==> src/rtl/fpu_sqrt_seq.sv <==
// Sequential IEEE square root: unpacks, runs a restoring digit recurrence, emits an unrounded
// significand plus guard/round/sticky. Define FPU_SQRT_EARLY_EXIT_EN to bypass ITER for specials.
module fpu_sqrt_seq #(
  parameter int unsigned EXP_WIDTH      = 8,
  parameter int unsigned MANT_WIDTH     = 23,
  parameter int unsigned BITS_PER_CYCLE = 1
) (
  input  logic                  clk,
  input  logic                  rst,
  input  logic                  in_valid,
  output logic                  in_ready,
  input  logic                  in_sign,
  input  logic [EXP_WIDTH-1:0]  in_exponent,
  input  logic [MANT_WIDTH-1:0] in_mantissa,
  input  logic [2:0]            in_mode,
  output logic                  out_valid,
  input  logic                  out_ready,
  output logic                  out_sign,
  output logic [EXP_WIDTH-1:0]  out_exponent,
  output logic [MANT_WIDTH:0]   out_mantissa,
  output logic [2:0]            out_guard,
  output logic                  out_nan,
  output logic                  out_inf,
  output logic                  out_zero,
  output logic [2:0]            out_mode
);

  localparam int unsigned BIAS      = (1 << (EXP_WIDTH - 1)) - 1;
  localparam int unsigned ROOT_BITS = MANT_WIDTH + 3;
  localparam int unsigned ITERS     = (ROOT_BITS + BITS_PER_CYCLE - 1) / BITS_PER_CYCLE;
  localparam int unsigned TOTAL     = ITERS * BITS_PER_CYCLE;
  localparam int unsigned RAD_W     = 2 * TOTAL;
  localparam int unsigned REM_W     = TOTAL + 2;
  localparam int unsigned SIG_W     = MANT_WIDTH + 1;
  localparam int unsigned CNT_W     = $clog2(ITERS + 1);
  localparam int unsigned EI_W      = EXP_WIDTH + $clog2(MANT_WIDTH + 1) + 2;

  typedef enum logic [2:0] {StIdle, StPrep, StIter, StNorm, StDone} state_e;

  state_e                  state_q, state_d;
  logic                    op_sign_q;
  logic [EXP_WIDTH-1:0]    op_exp_q;
  logic [MANT_WIDTH-1:0]   op_mant_q;
  logic [2:0]              mode_q;
  logic [RAD_W-1:0]        rad_q, rad_n, rad_init;
  logic [REM_W-1:0]        rem_q, rem_n, rem_t;
  logic [TOTAL-1:0]        root_q, root_n;
  logic [CNT_W-1:0]        cnt_q;
  logic [EXP_WIDTH-1:0]    res_exp_q, res_exp;

  logic                    exp_max, exp_zero, mant_zero, is_nan, is_inf, is_zero, special;
  int unsigned             lead, norm_shift;
  logic [SIG_W-1:0]        sig;
  logic [SIG_W:0]          sig_adj;
  logic signed [EI_W-1:0]  exp_unb, exp_half;
  logic                    sticky, load_out;

  assign exp_max   = &op_exp_q;
  assign exp_zero  = ~|op_exp_q;
  assign mant_zero = ~|op_mant_q;
  assign is_zero   = exp_zero && mant_zero;
  assign is_inf    = exp_max && mant_zero && !op_sign_q;
  assign is_nan    = (exp_max && !mant_zero) || (op_sign_q && !is_zero);
  assign special   = is_nan || is_inf || is_zero;
  assign in_ready  = (state_q == StIdle);

  // Unpack; subnormals are shifted so the leading one lands on the hidden-bit position.
  always_comb begin
    lead = 0;
    for (int i = 0; i < MANT_WIDTH; i++) begin
      if (op_mant_q[i]) lead = i;
    end
    norm_shift = MANT_WIDTH - lead;
    if (exp_zero) begin
      sig     = {1'b0, op_mant_q} << norm_shift;
      exp_unb = $signed(EI_W'(1)) - $signed(EI_W'(BIAS)) - $signed(EI_W'(norm_shift));
    end else begin
      sig     = {1'b1, op_mant_q};
      exp_unb = $signed(EI_W'(op_exp_q)) - $signed(EI_W'(BIAS));
    end
    exp_half = exp_unb >>> 1;
    res_exp  = EXP_WIDTH'(exp_half + $signed(EI_W'(BIAS)));
    sig_adj  = exp_unb[0] ? {sig, 1'b0} : {1'b0, sig};
    rad_init = {sig_adj, {(RAD_W - 2 - MANT_WIDTH){1'b0}}};
  end

  // Restoring recurrence: BITS_PER_CYCLE root bits per ITER cycle.
  always_comb begin
    rem_n  = rem_q;
    root_n = root_q;
    rad_n  = rad_q;
    rem_t  = '0;
    for (int b = 0; b < BITS_PER_CYCLE; b++) begin
      rem_t = {rem_n[REM_W-3:0], rad_n[RAD_W-1 -: 2]};
      rad_n = rad_n << 2;
      if (rem_t >= {root_n, 2'b01}) begin
        rem_n  = rem_t - {root_n, 2'b01};
        root_n = {root_n[TOTAL-2:0], 1'b1};
      end else begin
        rem_n  = rem_t;
        root_n = {root_n[TOTAL-2:0], 1'b0};
      end
    end
  end

  always_comb begin
    sticky = |rem_q;
    for (int i = 0; i < int'(TOTAL - ROOT_BITS); i++) begin
      sticky = sticky | root_q[i];
    end
  end

  always_comb begin
    state_d = state_q;
    case (state_q)
      StIdle: if (in_valid) state_d = StPrep;
`ifdef FPU_SQRT_EARLY_EXIT_EN
      StPrep: state_d = special ? StDone : StIter;
`else
      StPrep: state_d = StIter;
`endif
      StIter: if (cnt_q == '0) state_d = StNorm;
      StNorm: state_d = StDone;
      StDone: if (out_ready) state_d = StIdle;
      default: state_d = StIdle;
    endcase
  end

  assign load_out = (state_q == StNorm) || (state_q == StPrep && state_d == StDone);

  always_ff @(posedge clk) begin
    if (rst) begin
      state_q      <= StIdle;
      op_sign_q    <= 1'b0;
      op_exp_q     <= '0;
      op_mant_q    <= '0;
      mode_q       <= '0;
      rad_q        <= '0;
      rem_q        <= '0;
      root_q       <= '0;
      cnt_q        <= '0;
      res_exp_q    <= '0;
      out_valid    <= 1'b0;
      out_sign     <= 1'b0;
      out_exponent <= '0;
      out_mantissa <= '0;
      out_guard    <= '0;
      out_nan      <= 1'b0;
      out_inf      <= 1'b0;
      out_zero     <= 1'b0;
      out_mode     <= '0;
    end else begin
      state_q   <= state_d;
      out_valid <= (state_d == StDone);
      if (state_q == StIdle && in_valid) begin
        op_sign_q <= in_sign;
        op_exp_q  <= in_exponent;
        op_mant_q <= in_mantissa;
        mode_q    <= in_mode;
      end
      if (state_q == StPrep) begin
        rad_q     <= rad_init;
        rem_q     <= '0;
        root_q    <= '0;
        cnt_q     <= CNT_W'(ITERS - 1);
        res_exp_q <= res_exp;
      end
      if (state_q == StIter) begin
        rad_q  <= rad_n;
        rem_q  <= rem_n;
        root_q <= root_n;
        if (cnt_q != '0) cnt_q <= cnt_q - 1'b1;
      end
      if (load_out) begin
        out_mode <= mode_q;
        out_nan  <= is_nan;
        out_inf  <= is_inf;
        out_zero <= is_zero;
        if (special) begin
          out_sign     <= is_zero && op_sign_q;
          out_exponent <= '0;
          out_mantissa <= '0;
          out_guard    <= '0;
        end else begin
          out_sign     <= 1'b0;
          out_exponent <= res_exp_q;
          out_mantissa <= root_q[TOTAL-1 -: SIG_W];
          out_guard    <= {root_q[TOTAL-SIG_W-1 -: 2], sticky};
        end
      end
    end
  end

endmodule

==> config.mk <==
export PLATFORM = sky130hd
export DESIGN_NAME = fpu_sqrt_seq
export DESIGN_NICKNAME = d
export VERILOG_FILES = /design/src/rtl/fpu_sqrt_seq.sv
export SDC_FILE = /design/constraint.sdc
export NUM_CORES = 1
export LEC_CHECK = 0
export ABC_AREA = 1
export CAP_MARGIN = 25
export CELL_PAD_IN_SITES_DETAIL_PLACEMENT = 1
export CELL_PAD_IN_SITES_GLOBAL_PLACEMENT = 1
export CORE_MARGIN = 3
export CORE_UTILIZATION = 38
export DETAILED_ROUTE_END_ITERATION = 10
export GPL_TIMING_DRIVEN = 0
export PLACE_DENSITY = 0.83
export SYNTH_ARGS = -nofsm -noshare
export SYNTH_HDL_FRONTEND = slang
export SYNTH_SLANG_ARGS = --single-unit
==> constraint.sdc <==
create_clock -name clk -period 3.4 [get_ports clk]
set_input_delay 0.34 -clock clk [delete_from_list [all_inputs] [get_ports clk]]
set_output_delay 0.34 -clock clk [all_outputs]
set_load 0.01 [all_outputs]
[Yosys cells after proc, flatten, opt, wreduce, memory -nomap -nowiden]
Cells that the tools add are included.
W data, S select, Z words.
Storage, ports and cells
  register bits: 198
  bits of input ports: 39
  output and inout port bits: 44
  logic and storage cells: 100
Cells by class
  $add $sub $neg: 6
  $lt $le $gt $ge: 1
  eq/ne operators: 5
  shift operators: 1
  multiplexer cells: 44
  reduce and logical (&&, ||, !) cells: 24
Operators with widths (count)
  $mux W32: 18
  $mux W52: 2
  $mux W28: 3
  $mux W26: 2
  $mux W24: 2
  $shl A23 B32 Y24: 1
  $sub A5 B32 Y32 const A: 1
  $ge A28 B28 Y1: 1
  $reduce_or A28 Y1: 1
  $sub A28 B28 Y28: 1
  $mux W25: 1
  $reduce_or A23 Y1: 1
  $mux W3: 5
  $mux W5: 3
  $pmux W3 S5: 1
  $mux W9: 1
  $sub A8 B7 Y9 const B: 1
  $sub A8 B9 Y9 const A: 1
  $add A8 B8 Y8 const B: 1
  $logic_and A1 B1 Y1: 8
  $mux W8: 1
  $reduce_and A8 Y1: 1
  $reduce_or A8 Y1: 1
  $eq A3 B2 Y1 const B: 2
  11 further kinds: 21

[Logic depth before layout (Yosys ltp)]
  depth after elaboration: 28
  mapped depth: 36

[Least setup slack after synthesis]
OpenSTA, ideal clock, no wires.
  path type: reg-to-reg
  start: reg op_mant_q[22]
  end: reg res_exp_q[7]
  library setup time: 109 ps
  arrival: 3077 ps
  required time: 3291 ps
  path slack: 215 ps
  stages on the path, launching flop included: 19
  path buffers: 4
  clock period less this slack: 3185 ps
  cells stage by stage: dfxtp_1 -> buf_2 -> nor3_1 -> nand2_1 -> nor2_1 -> buf_2 -> ha_1 -> clkbuf_1 -> clkbuf_1 -> inv_1 -> nor2_1 -> a22o_1 -> nor2_1 -> nor4_1 -> nand2_1 -> o21ai_0 -> nand3_1 -> nand2_1 -> inv_1
Between the ends
  longest elaborated chain between the ends: 5
Ends and longest elaborated chain
  start, declared: RTL line 43  | logic [MANT_WIDTH-1:0] op_mant_q;
  start signal, assigned: RTL line 158  | op_mant_q <= in_mantissa;
  $mux W32: RTL line 71  | if (op_mant_q[i]) lead = i;
  $sub A5 B32 Y32: RTL line 73  | norm_shift = MANT_WIDTH - lead;
  $sub A8 B9 Y9: RTL line 76  | exp_unb = $signed(EI_W'(1)) - $signed(EI_W'(BIAS)) - $signed(EI_W'(norm_shift));
  $mux W9: RTL line 74  | if (exp_zero) begin
  $add A8 B8 Y8: RTL line 82  | res_exp = EXP_WIDTH'(exp_half + $signed(EI_W'(BIAS)));
  end signal, assigned: RTL line 166  | res_exp_q <= res_exp;
  end, declared: RTL line 49  | logic [EXP_WIDTH-1:0] res_exp_q, res_exp;
Every way passes these cells.
A chain may end at the register's enable or synchronous reset.

[Worst setup path after layout]
  start: reg op_mant_q[3]
  end: reg res_exp_q[7]
Between the ends
  longest elaborated chain between the ends: 24
Ends and longest elaborated chain (RTL line)
  $mux W2: 71
  $mux W3: 71
  $mux W32 (18 in series): 71
  $sub A5 B32 Y32: 73
  $sub A8 B9 Y9: 76
  $mux W9: 74
  $add A8 B8 Y8: 82
Every way passes these cells.

==> run metrics <==
synth top area cells dfxtp_1, nand2_1, a21oi_1; Die Span Y 173 um; clock slew at reported path FFs 90 ps; syn nets 1,729; Hold Crit Depth 2; fill count 3,600; chip width 173 um; Area growth syn-to-layout 20.7%; top routing layer used met4; Post-Place Cells 2,108; final period utilization 98.0%; Pwr per Cell Area 733 nW/um2; most frequent cells in the layout nand2_1, a21oi_1, inv_1; worst skew pair latency 450 ps; Tmin final 3330 ps; CP max-delay cell dfxtp_2; Total Die Area 30,000 um2; root buf cell clkbuf_16; vias per inst 5.50; post-synthesis cell count 1,654; Avg Cell Area, Syn 6.43 um2; xor/xnor cell area share of the yosys netlist 2.14%; wire per inst 18.4 um; Clock power frac 22.9%; H-tree Lvls 4; ANT cells 0; final non-filler cell total 2,153; Reg2Reg Setup Slack 70 ps; measured slew at the worst slew-check pin 864 ps; register area share after synthesis 32.6%; fmax 0.300 GHz; NetSw 0.00447 W; Met2 Routed Length 18,700 um; total leakage power 5.46 nW; Max Clock Skew 20.2 ps; Synth area leader dfxtp_1; post-synthesis register bit count 173; CP Capture Type register; Startpoint Class register; simple-gate share of the synthesized area 30.2%; largest family of logic cells by synthesized area simple AND/OR/NAND/NOR gates; synth warn 0; total global-route track usage 25.5%; mapped cell area 10,600 um2; largest net degree at the start of global routing 21; TNS Setup 0 ps; CTS Buffer Depth 2; CP required 3760 ps; unrepaired setup endpoints after global routing yes; Num CTS Buffers 17; vias in the first global route 11,900; M1 WL 18,100 um; Final ANT Viol Nets 0; Synth Area in Adders 4.24%; Tot Pwr 0.00940 W; Main synth FF type dfxtp_1; Hold WC Path Type reg2reg; area fraction of the dominant cell type after synthesis 32.6%; row cnt 60; EDFF count, synth 0; fraction of layout cells with a size suffix above 1 7.58%; largest stage delay on the critical path 340 ps; # DRC 0; Hold Vio Cnt, Final 0; status complete, no violations; count of buffers from port buffering 82; first-pass GRT wire length 62,600 um; Setup Viol. Count Final 0; Synth cell types 48; most common cell after layout, fill and taps aside nand2_1; initial core utilization 39.0%; Routed WL 39,600 um; Slew HR 42.4%; # IOs 83; routability congestion estimate 0.959; routed wl met3 1740 um; Net Sw Frac 47.6%; clk sinks 173; Nets 1,843; Async SR Flop Fraction 0%; Worst VDD drop 0.415 mV; DR vias 11,800; post-synthesis mux area share 0%; Util after Layout 47.1%; FF-to-FF path depth 34; CTS tree built; Reg power frac 25.0%; WS Path Type reg2reg; Internal 0.00493 W; drt pass-1 iters 5; core area 27,300 um2; Synth Area in Compound Gates 20.2%; Post-DP HPWL 29,800 um; pins over their slew limit 0; drt first-iter violations 822; # Max-Cap Violations 0; CP most frequent cell nand2_1; hold buffers post-CTS 0; GRT overflow 0; critical path fanouts, max 7; Critical Path AT 3690 ps; antenna violations before repair 0; Logic pwr share 52.2%
stage by stage:
| stage | area (um2) | setup slack [ps] | hold WS (ps) |
|---|---|---|---|
| 5_1_grt | 12800 | -196 | 484 |
| 6_report | 12800 | 69.6 | 461 |
| 4_1_cts | 12600 | -3.93 | 463 |
| 3_3_place_gp | 11900 | -845 | 442 |
| 3_5_place_dp | 11900 | -916 | 452 |
| 2_1_floorplan | 10600 | 215 | 430 |
power by group through the flow:
stage / sequential (W) / clock (W) / combinational (W)
floorplan: 0.00237 / 0 / 0.00350
global placement: 0.00260 / 0 / 0.00791
detailed placement: 0.00253 / 0 / 0.00717
CTS: 0.00247 / 0.00217 / 0.00692
global route: 0.00246 / 0.00227 / 0.00711
finish: 0.00235 / 0.00215 / 0.00490
Yosys cell counts (13+ instances only):
cell and n:
nor2_1 77, inv_1 193, xnor2_1 14, nand3_1 160
o21ai_1 13, nand2_1 426, clkbuf_1 62, buf_2 18
ha_1 36, dfxtp_1 173, o21ai_0 116, a21oi_1 205
nand4_1 17
worst max-delay path, delay by kind of cell (launching register included):
kind,cells,cell delay (ps)
and+or+nand+nor,26,2100
DFF,1,340
buffers and inverters,5,340
AOI/OAI and AO/OA,2,290
adders and majority gates,1,170
cells by family after synthesis:
family	count (synthesis)
AO/OA/AOI/OAI	394
adder cells (fa/ha/maj)	36
XOR/XNOR	26
buffers and inverters	288
AND/OR/NAND/NOR	737
flip-flops	173
per-layer routing:
layer	global-route usage, %	vias to the layer above
li1	-	5670
met1	33.7	5721
met2	43.5	360
met3	3.15	82
met4	8.04	0
met5	0	-
flip-flops by register name (all words and copies together), names as in the netlist, 3 cells and up:
register,cells
rem_q,28
op_exp_q,8
root_q,26
rad_q,25
out_exponent,8
cnt_q,5
res_exp_q,8
out_guard,3
out_mode,3
state_q,3
op_mant_q,23
out_mantissa,24
mode_q,3
area by class of cell:
class	count	area (um2)	area share, %
inverters	197	739	5.76
multi-input cells	1193	6190	48.2
plain buffers	89	394	3.07
repair buffers	97	933	7.27
clock inverters	15	220	1.72
well taps	372	465	3.63
flip-flops and latches	173	3470	27.0
clock buffers	17	425	3.31
final timing paths:
check	endpoint	startpoint
max	res_exp_q[7]	op_mant_q[3]
min	out_mode[2]	mode_q[2]
max reg2reg	res_exp_q[7]	op_mant_q[3]
min reg2reg	out_mode[2]	mode_q[2]
repair_timing:
action / 4_1_cts / 5_1_grt
setup buffers: 2 / 13
pin swaps: 2 / 9
gates resized for setup: 18 / 36
endpoints found under the setup margin: 53 / 59
(Power assumes the default switching activity.)
==> RTL edit (config.mk and constraints unchanged) <==
The option `FPU_SQRT_EARLY_EXIT_EN` is turned on by a define.
--- a/src/rtl/fpu_sqrt_seq.sv
+++ b/src/rtl/fpu_sqrt_seq.sv
@@ -2,2 +2,4 @@
 // significand plus guard/round/sticky. Define FPU_SQRT_EARLY_EXIT_EN to bypass ITER for specials.
+`define FPU_SQRT_EARLY_EXIT_EN
+
 module fpu_sqrt_seq #(
Behaviour: not the same (a bounded check fails within 4 cycles, from zero or initial values and one cycle with rst high).
==> RTL edit against the unedited design <==
The run now ends with negative setup slack left. Area after synthesis fell by 0.54%. Sequential cell count did not move. Routed wire length rose by 2.3%. Clock power fell by 6%. Critical endpoint is now rad_q[49]. Worst setup slack got worse by 130 ps. Via count rose by 0.35%. Design area fell by 1.0%. Clock skew barely moved. Largest cell class unchanged. Hold slack improved by 1.7 ps. Total power rose by 48%.
==> RTL edit: results (changes against the unedited design) <==
| Metric | Value |
|---|---|
| Tot GR Track Use | 26.6% (+1.1 points) |
| RePlAce Congestion | 0.937 (-2.2%) |
| DP Area | 0.0119 mm² (-0.48%) |
| Yosys cell types | 49 (+2.1%) |
| Wire length per cell | 18.8 µm (+2.5%) |
| Hold Buf Count CTS | 0 (unchanged) |
| Syn nets | 1726 (-0.17%) |
| Slew @ Worst Pin | 825 ps (-39.6 ps) |
| Predominant post-synthesis flop cell | dfxtp_1 |
| Lkg Pwr | 5.44 nW (-0.46%) |
| First-pass iteration count of the detailed router | 5 (unchanged) |
| Clock latency on the worst-skew pair | 440 ps |
| Sequential area share after synthesis | 32.8% (+0.18 points) |
| Hold path depth | 2 (unchanged) |
| HP Class | reg2reg |
| Placed wire-length estimate | 30400 µm (+2.2%) |
| Initial antenna violation count | 2 (+2) |
| Largest regs | rem_q (28), root_q (26), rad_q (25) |
| Via Count | 11875 (+0.35%) |
| Fill cells | 3659 (+1.6%) |
| Detailed Route Iter0 Violations | 895 (+8.9%) |
| R2R cell count | 21 (-38%) |
| Max rail drop VDD | 0.831 mV (+100%) |
| Port bufs | 82 (unchanged) |
| Synth Warn # | 0 (unchanged) |
| Slowest cell delay on critical path | 410 ps (+70 ps) |
| Failing checks | negative setup slack |
| H-tree depth | 4 (unchanged) |
| Outcome | finished with violations |
| Area contributors post-synth | dfxtp_1, nand2_1, a21oi_1, nand3_1, inv_1 |
| Share of layout cells above drive strength 1 | 7.32% (-0.26 points) |
| Worst Path Max Fanout | 10 (+3) |
| Final WS setup | -57.1 ps (-127 ps) |
| Clock skew | 20.4 ps (+0.234 ps) |
| Clock buffer depth | 2 (unchanged) |
| Post-synth ARST share | 0% (unchanged) |
| Nets@finish | 1838 (-0.27%) |
| Root Buffer | clkbuf_16 |
| Top cells by count, synth | nand2_1, a21oi_1, inv_1 |
| Final setup viols | 4 (+4) |
| First-pass GRT wire length | 65400 µm (+4.6%) |
| Ant. Diodes | 0 (unchanged) |
| Data arrival, critical path | 3790 ps (+100 ps) |
| Inserted Clock Buffers | 17 (unchanged) |
| Largest net degree at the start of global routing | 20 (-4.8%) |
| Fin area | 0.0127 mm² (-1.0%) |
| CTS clk-pin slew, worst paths | 80 ps |
| Sw Ratio | 52.7% (+5.1 points) |
| Max Cap Viol | 0 (unchanged) |
| Crit-path slowest cell | dfxtp_1 |
RTL edit: through the flow:
step	setup TNS, ps	hold WS, ps	setup slack [ps]	std cells
finish	-150	463	-57.1	2148
global route	-4680	482	-373	2148
CTS	0	467	0.276	2144
detailed placement	-19670	457	-802	2105
global placement	-17320	447	-741	2105
floorplan	0	430	438	1651
RTL edit: kinds of logic (layout without fill, tap and decap cells):
family,after synthesis,count (layout),synth area share [%]
AO/OA/AOI/OAI,397,397,20.2
XOR/XNOR,29,29,2.40
adder cells (fa/ha/maj),36,36,4.26
buffers and inverters,283,408,10.6
flip-flops,173,173,32.8
AND/OR/NAND/NOR,733,733,29.8
RTL edit: worst max-delay path, delay by kind of cell (launching register included):
kind	cells	cell delay [ps]
compound gates	3	370
fa+ha+maj	1	300
buf+inv	6	870
flops	1	410
simple gates	11	1380
RTL edit: area by class of cell:
class	count	area [µm²]	area share, %
clock buffer	17	425	3.35
timing repair buffer	93	903	7.11
clock inverter	15	170	1.34
tap	372	465	3.66
multi-input combinational	1195	6120	48.2
inverter	193	727	5.72
buffer	90	422	3.32
sequential	173	3470	27.3
RTL edit: final timing paths:
| check | startpoint | endpoint | slack [ps] |
|---|---|---|---|
| worst max-delay path | op_mant_q[22] | rad_q[49] | -60 |
| worst min-delay path | mode_q[1] | out_mode[1] | 460 |
| worst max register to register | op_mant_q[22] | rad_q[49] | -60 |
| worst min register to register | mode_q[1] | out_mode[1] | 460 |
RTL edit: metal layers:
metal	share of wire (%)	wire, µm	up-vias	global-route usage (%)
met5	0.067	27	-	0
met4	2.6	1050	4	8.34
met3	5.8	2360	78	3.67
met2	45	18300	365	43.1
met1	46	18700	5773	37.0
li1	-	-	5655	-
RTL edit: what timing repair did:
item | 4_1_cts | 5_1_grt
buffers inserted | 7 | 4
pin swaps | 7 | 9
endpoints found under the hold margin | 0 | 0
resized for setup | 27 | 35
setup endpoints to repair | 60 | 97
RTL edit: power groups by stage:
stage                     Clock, mW  Combinational, mW  Sequential, mW
after floorplan                   0               6.14            2.51
after global placement            0               8.73            2.64
after detailed placement          0               8.29            2.59
after CTS                      2.06               8.39            2.56
after global routing           2.13               7.07            2.46
final                          2.03               9.30            2.56
